**src/rtl/scan_chain_ctrl_if.sv**
```systemverilog
// Command, serial-scan and parallel capture/update signals of the scan
// chain controller, bundled for the test-access side (master) and the
// controller itself (slave).
interface scan_chain_ctrl_if #(
  parameter int NUM_SCAN_BITS = 395,
  parameter int NUM_LANES     = 1
);
  logic                     cmd_valid;
  logic                     cmd_ready;
  logic [1:0]               cmd_op;
  logic [NUM_LANES-1:0]     scan_in;
  logic                     scan_in_valid;
  logic [NUM_LANES-1:0]     scan_out;
  logic                     busy;
  logic [NUM_SCAN_BITS-1:0] par_in;
  logic [NUM_SCAN_BITS-1:0] scan_reg;
  logic                     update_pulse;
  logic                     done;

  modport master (
    output cmd_valid, cmd_op, scan_in, scan_in_valid, par_in,
    input  cmd_ready, scan_out, busy, scan_reg, update_pulse, done
  );

  modport slave (
    input  cmd_valid, cmd_op, scan_in, scan_in_valid, par_in,
    output cmd_ready, scan_out, busy, scan_reg, update_pulse, done
  );
endinterface

```
**src/rtl/scan_chain_ctrl.sv**
```systemverilog
// Single-clock scan chain controller. A command FSM sequences an optional
// parallel capture into the shift register, a stall-tolerant shift of
// NUM_LANES bits per step, and an optional transfer of the shift register
// into the shadow register (scan_reg) that configures the core.
module scan_chain_ctrl #(
  parameter int                       NUM_SCAN_BITS = 395,
  parameter int                       NUM_LANES     = 1,
  parameter logic [NUM_SCAN_BITS-1:0] SCAN_RESET    = {NUM_SCAN_BITS{1'b0}}
) (
  input  logic              clk,
  input  logic              rst,
  scan_chain_ctrl_if.slave  bus
);

  localparam int SHIFT_CYCLES = NUM_SCAN_BITS / NUM_LANES;
  localparam int CW           = $clog2(SHIFT_CYCLES) + 1;
  localparam logic [CW-1:0] LAST_CNT = CW'(SHIFT_CYCLES - 1);

  localparam logic [1:0] OP_SHIFT      = 2'b00;
  localparam logic [1:0] OP_CAP_SHIFT  = 2'b01;
  localparam logic [1:0] OP_UPDATE     = 2'b10;
  localparam logic [1:0] OP_CAP_SH_UPD = 2'b11;

  if (NUM_SCAN_BITS % NUM_LANES != 0) begin : g_len_check
    $error("scan_chain_ctrl: NUM_SCAN_BITS must be a multiple of NUM_LANES");
  end

  typedef enum logic [1:0] {
    IDLE,
    CAPTURE,
    SHIFT,
    UPDATE
  } state_t;

  state_t                   state;
  logic [1:0]               op_q;
  logic [CW-1:0]            cnt;
  logic [NUM_SCAN_BITS-1:0] sr;
  logic [NUM_SCAN_BITS-1:0] scan_reg_q;
  logic                     done_q;
  logic                     update_pulse_q;

  // New lanes enter at the LSB end, so the first lanes shifted in travel
  // up to the MSBs by the time the whole chain word has been loaded.
  logic [NUM_SCAN_BITS+NUM_LANES-1:0] sr_cat;
  logic [NUM_SCAN_BITS-1:0]           sr_shifted;
  assign sr_cat     = {sr, bus.scan_in};
  assign sr_shifted = sr_cat[NUM_SCAN_BITS-1:0];

  // Command FSM with shift register, shadow register and completion flags.
  always_ff @(posedge clk) begin
    if (rst) begin
      state          <= IDLE;
      op_q           <= OP_SHIFT;
      cnt            <= '0;
      sr             <= '0;
      scan_reg_q     <= SCAN_RESET;
      done_q         <= 1'b0;
      update_pulse_q <= 1'b0;
    end else begin
      done_q         <= 1'b0;
      update_pulse_q <= 1'b0;
      case (state)
        IDLE: begin
          if (bus.cmd_valid) begin
            op_q <= bus.cmd_op;
            cnt  <= '0;
            case (bus.cmd_op)
              OP_CAP_SHIFT, OP_CAP_SH_UPD: state <= CAPTURE;
              OP_UPDATE:                   state <= UPDATE;
              default:                     state <= SHIFT;
            endcase
          end
        end
        CAPTURE: begin
          sr    <= bus.par_in;
          cnt   <= '0;
          state <= SHIFT;
        end
        SHIFT: begin
          // A low scan_in_valid freezes both sr and cnt for as long as the
          // serial source stalls.
          if (bus.scan_in_valid) begin
            sr  <= sr_shifted;
            cnt <= cnt + 1'b1;
            if (cnt == LAST_CNT) begin
              if (op_q == OP_CAP_SH_UPD) begin
                state <= UPDATE;
              end else begin
                state  <= IDLE;
                done_q <= 1'b1;
              end
            end
          end
        end
        UPDATE: begin
          scan_reg_q     <= sr;
          update_pulse_q <= 1'b1;
          done_q         <= 1'b1;
          state          <= IDLE;
        end
        default: state <= IDLE;
      endcase
    end
  end

  assign bus.cmd_ready    = (state == IDLE);
  assign bus.busy         = (state != IDLE);
  assign bus.scan_out     = sr[NUM_SCAN_BITS-1 -: NUM_LANES];
  assign bus.scan_reg     = scan_reg_q;
  assign bus.done         = done_q;
  assign bus.update_pulse = update_pulse_q;

endmodule

```
**src/flat_wrapper.sv**
```systemverilog
// flat-port wrapper written by rule: the top's interface ports become plain ports
module scan_chain_ctrl_flat 
#(
  parameter int                       NUM_SCAN_BITS = 395,
  parameter int                       NUM_LANES     = 1,
  parameter logic [NUM_SCAN_BITS-1:0] SCAN_RESET    = {NUM_SCAN_BITS{1'b0}}
)
  (clk, rst, bus_cmd_valid, bus_cmd_op, bus_scan_in, bus_scan_in_valid, bus_par_in, bus_cmd_ready, bus_scan_out, bus_busy, bus_scan_reg, bus_update_pulse, bus_done);
  scan_chain_ctrl_if #(.NUM_SCAN_BITS(NUM_SCAN_BITS), .NUM_LANES(NUM_LANES)) bus_i ();
  input  logic clk;
  input  logic rst;
  input wire logic [$bits(bus_i.cmd_valid)-1:0] bus_cmd_valid;
  input wire logic [$bits(bus_i.cmd_op)-1:0] bus_cmd_op;
  input wire logic [$bits(bus_i.scan_in)-1:0] bus_scan_in;
  input wire logic [$bits(bus_i.scan_in_valid)-1:0] bus_scan_in_valid;
  input wire logic [$bits(bus_i.par_in)-1:0] bus_par_in;
  output wire logic [$bits(bus_i.cmd_ready)-1:0] bus_cmd_ready;
  output wire logic [$bits(bus_i.scan_out)-1:0] bus_scan_out;
  output wire logic [$bits(bus_i.busy)-1:0] bus_busy;
  output wire logic [$bits(bus_i.scan_reg)-1:0] bus_scan_reg;
  output wire logic [$bits(bus_i.update_pulse)-1:0] bus_update_pulse;
  output wire logic [$bits(bus_i.done)-1:0] bus_done;
  assign bus_i.cmd_valid = bus_cmd_valid;
  assign bus_i.cmd_op = bus_cmd_op;
  assign bus_i.scan_in = bus_scan_in;
  assign bus_i.scan_in_valid = bus_scan_in_valid;
  assign bus_i.par_in = bus_par_in;
  assign bus_cmd_ready = bus_i.cmd_ready;
  assign bus_scan_out = bus_i.scan_out;
  assign bus_busy = bus_i.busy;
  assign bus_scan_reg = bus_i.scan_reg;
  assign bus_update_pulse = bus_i.update_pulse;
  assign bus_done = bus_i.done;
  scan_chain_ctrl #(.NUM_SCAN_BITS(NUM_SCAN_BITS), .NUM_LANES(NUM_LANES), .SCAN_RESET(SCAN_RESET)) u_core (.clk(clk), .rst(rst), .bus(bus_i));
endmodule
```
**config.mk**
```make
export PLATFORM = sky130hd
export DESIGN_NAME = scan_chain_ctrl_flat
export DESIGN_NICKNAME = d
export VERILOG_FILES = /design/src/rtl/scan_chain_ctrl_if.sv /design/src/rtl/scan_chain_ctrl.sv /design/src/flat_wrapper.sv
export SDC_FILE = /design/constraint.sdc
export NUM_CORES = 2
export LEC_CHECK = 0
export BUFFER_PORTS_ARGS = -buffer_cell sky130_fd_sc_hd__buf_2
export CAP_MARGIN = 15
export CORE_AREA = 2 2 308 310
export DETAILED_ROUTE_END_ITERATION = 10
export DIE_AREA = 0 0 310 312
export GPL_ROUTABILITY_DRIVEN = 0
export GPL_TIMING_DRIVEN = 0
export MAX_ROUTING_LAYER = met4
export PLACE_DENSITY = 0.66
export SLEW_MARGIN = 15
export SYNTH_ARGS = -nofsm -noshare
export SYNTH_HDL_FRONTEND = slang
export SYNTH_SLANG_ARGS = --single-unit
```
**constraint.sdc**
```tcl
create_clock -name clk -period 2.45 [get_ports clk]
set_input_delay 0.1225 -clock clk [delete_from_list [all_inputs] [get_ports clk]]
set_output_delay 0.1225 -clock clk [all_outputs]
set_load 0.05 [all_outputs]
```
==> flow_metrics.py <==
metrics = {
    "status": {
        "status": "completed",
    },
    "sta": {
        "tns_ps": 0,
        "holdWs_ps": 259,
        "rsz0062_at_grt": "yes",
        "relSlewSlack_pct": 31.7,
        "setup_slack_ps": 15.3,
        "slew_violations": 0,
        "setup_viol_count_final": 0,
        "fin_skew_ps": 25.7,
        "max_freq_mhz": 411,
        "final_hold_viol_count": 0,
        "finalCriticalPeriod_ps": 2430,
        "fin_crit_sh_pct": 99.4,
        "worstMarginPinSlew_ps": 1020,
    },
    "synth": {
        "synthesis.area_um2": 31100,
        "yosysTopAreaCell": "dfxtp_1",
        "yosys_warnings": 0,
        "ys_top_cells_by_area": "dfxtp_1 52%, nand2_1 19%, a311oi_1 11%",
        "avgSynthCellArea_um2": 7.77,
        "synth.most_common_cell": "nand2_1",
        "async_reset_ff_share_pct": 0,
        "ys_seq_elements": 806,
        "ys.flop_type": "dfxtp_1",
        "synth-edff-count": 0,
        "synth.yosys.seq_area_share_pct": 51.8,
        "syn_nets": 4409,
        "synth_cell_types": 40,
        "postSynthCellCount": 4005,
        "synthTopCellsByCount": "1587 x nand2_1, 806 x dfxtp_1, 409 x nor2_1, 404 x a21oi_1, 395 x a311oi_1",
        "yosys.area.top_type_share_pct": 51.8,
    },
    "critical_path": {
        "crit_start": "u_core.state[0]$_SDFFE_PP0P_",
        "cp.arrival_ps": 2990,
        "r2r-start": "u_core.state[0]$_SDFFE_PP0P_",
        "critPathMaxFanout": 10,
        "rr_worst_depth": 7,
        "start_kind": "register",
        "r2r_slack_ps": 20,
        "end_kind": "register",
        "critPathKind": "register to register",
        "worstPathRequired_ps": 3000,
    },
    "clocking": {
        "cts-buffers-inserted": 89,
        "clock_sinks": 806,
        "cts_tree": "yes",
        "clockBufferDepth": 3,
        "cts_setup_buffers": 0,
        "clk_pin_slew_worst_paths_ps": 60,
        "h-tree-depth": 3,
        "cts-root-buf": "clkbuf_16",
        "clock_latency_ps": 680,
    },
    "layout": {
        "nets": 5704,
        "fin_util_pct": 47.0,
        "stdcell_area_um2": 43800,
        "drive_above_1_share_pct": 21.4,
        "seq_area_um2": 16100,
        "multiInputGateArea_um2": 13300,
        "instances_no_fill": 6640,
        "fillers": 9164,
        "area_growth_pct": 40.5,
    },
    "drt": {
        "initialDrtViolationCount": 3094,
        "drtPass1Iterations": 6,
        "ant_nets": 0,
        "routed.top_layer": "met4",
        "met2_length_mm": 58.2,
        "vias": 34400,
        "via_per_inst": 5.18,
        "wire_per_inst_um": 19.2,
        "wl_mm": 128,
        "drc": 0,
        "wl_met3_mm": 9.58,
        "wl_met1_mm": 52.6,
    },
    "die": {
        "num_rows": 112,
        "die_area_um2": 96700,
        "dieHeight_um": 312,
        "core_area_um2": 93000,
        "ios": 802,
        "initial_core_util_pct": 33.5,
        "die_width_um": 310,
    },
    "global_route": {
        "grt_pass1_vias": 32600,
        "overflow": 0,
        "grt_use_total_pct": 25.9,
        "grt_pass1_wl_mm": 190,
        "grt_max_degree": 14,
        "antenna_found_initial": 18,
    },
    "power_and_ir_drop": {
        "p_total_mw": 35.3,
        "cellLeakagePower_nw": 17.8,
        "pwr_density_cell_nw_per_um2": 807,
        "peakVddDrop_uv": 560,
    },
    "placement": {
        "place_inst": 6059,
        "dp_hpwl_mm": 92.9,
        "io_buffers": 800,
        "pre_cts_ws_ps": -617,
        "dpl-instance-area_um2": 36700,
    },
    "min_path": {
        "hold_depth": 4,
        "hold_path.class": "input port to register",
        "worstHoldStart": "bus_par_in[111]",
    },
    "job": {
        "cap_violations": 0,
    },
}
kinds of logic (layout without fill, tap and decap cells):
kind of cell	after synthesis	in the layout	synth area share [%]
AND/OR/NAND/NOR	2020	2020	24.6
AO/OA/AOI/OAI	813	813	18.0
flip-flops	806	806	51.8
buffers and inverters	358	1724	5.41
XOR/XNOR	5	5	0.141
adder cells (fa/ha/maj)	2	2	0.0804
multiplexers	1	1	0.0322
other	0	15	0
cell type report:
type                            count  area share, %
Clock inverter                     26          0.778
Antenna cell                       15         0.0858
Sequential cell                   806           36.9
Inverter                            5         0.0429
Clock buffer                      136           5.97
Tap cell                         1254           3.59
Multi-Input combinational cell   2841           30.5
Timing Repair Buffer             1204           18.4
Buffer                            353           3.81
report_power, final:
group	switching, mW	internal (mW)	leakage, nW	total, mW
registers	0.946	14.3	6.56	15.3
logic	4.08	2.38	9.77	6.46
clock network	5.75	7.83	1.44	13.6
total	10.8	24.5	17.8	35.3
final timing paths:
kind	end
setup reg to reg	u_core.sr[293]$_SDFFE_PP0P_
hold / removal	u_core.sr[111]$_SDFFE_PP0P_
setup / recovery	u_core.sr[293]$_SDFFE_PP0P_
hold reg to reg	u_core.bus.scan_reg[347]$_SDFFE_PP0P_
worst max-delay path, stage by stage (launching register included):
cell	delay, ps
dfxtp_1	340
buf_4	180
nand2b_1	130
buf_2	440
buf_2	490
buf_2	300
nand2_1	120
a311oi_1	320
metal layers:
metal / global-route usage, % / vias to the layer above
met1: 31.3 / 16200
met5: - / -
li1: - / 16100
met3: 4.88 / 419
met2: 40.4 / 1664
met4: 14.3 / 0
what timing repair did:
action                                  in CTS  in global routing
hold buffers                               404                  0
gates cloned                                 0                  0
gates resized for setup                      1                  2
endpoints found under the setup margin     230                 26
hold endpoints to repair                   401                  0
cells in the final DEF (no fill, tap or decap), types with 3 or more instances in the layout:
cell type      count
nand2b_1           3
bufinv_16          4
nand4_1            3
clkbuf_1         169
clkbuf_8          21
a21oi_1          404
nand3_1            4
nand2_1         1587
buf_4             25
buf_2            978
inv_6              4
diode_2           15
clkinv_2          10
o21ai_0            3
clkbuf_16         89
inv_1              4
clkbuf_4           4
nor2_1           409
a211oi_1           3
dlygate4sd3_1    404
xor2_1             3
clkinvlp_4         3
dfxtp_1          806
a311oi_1         395
(Power assumes the default switching activity.)
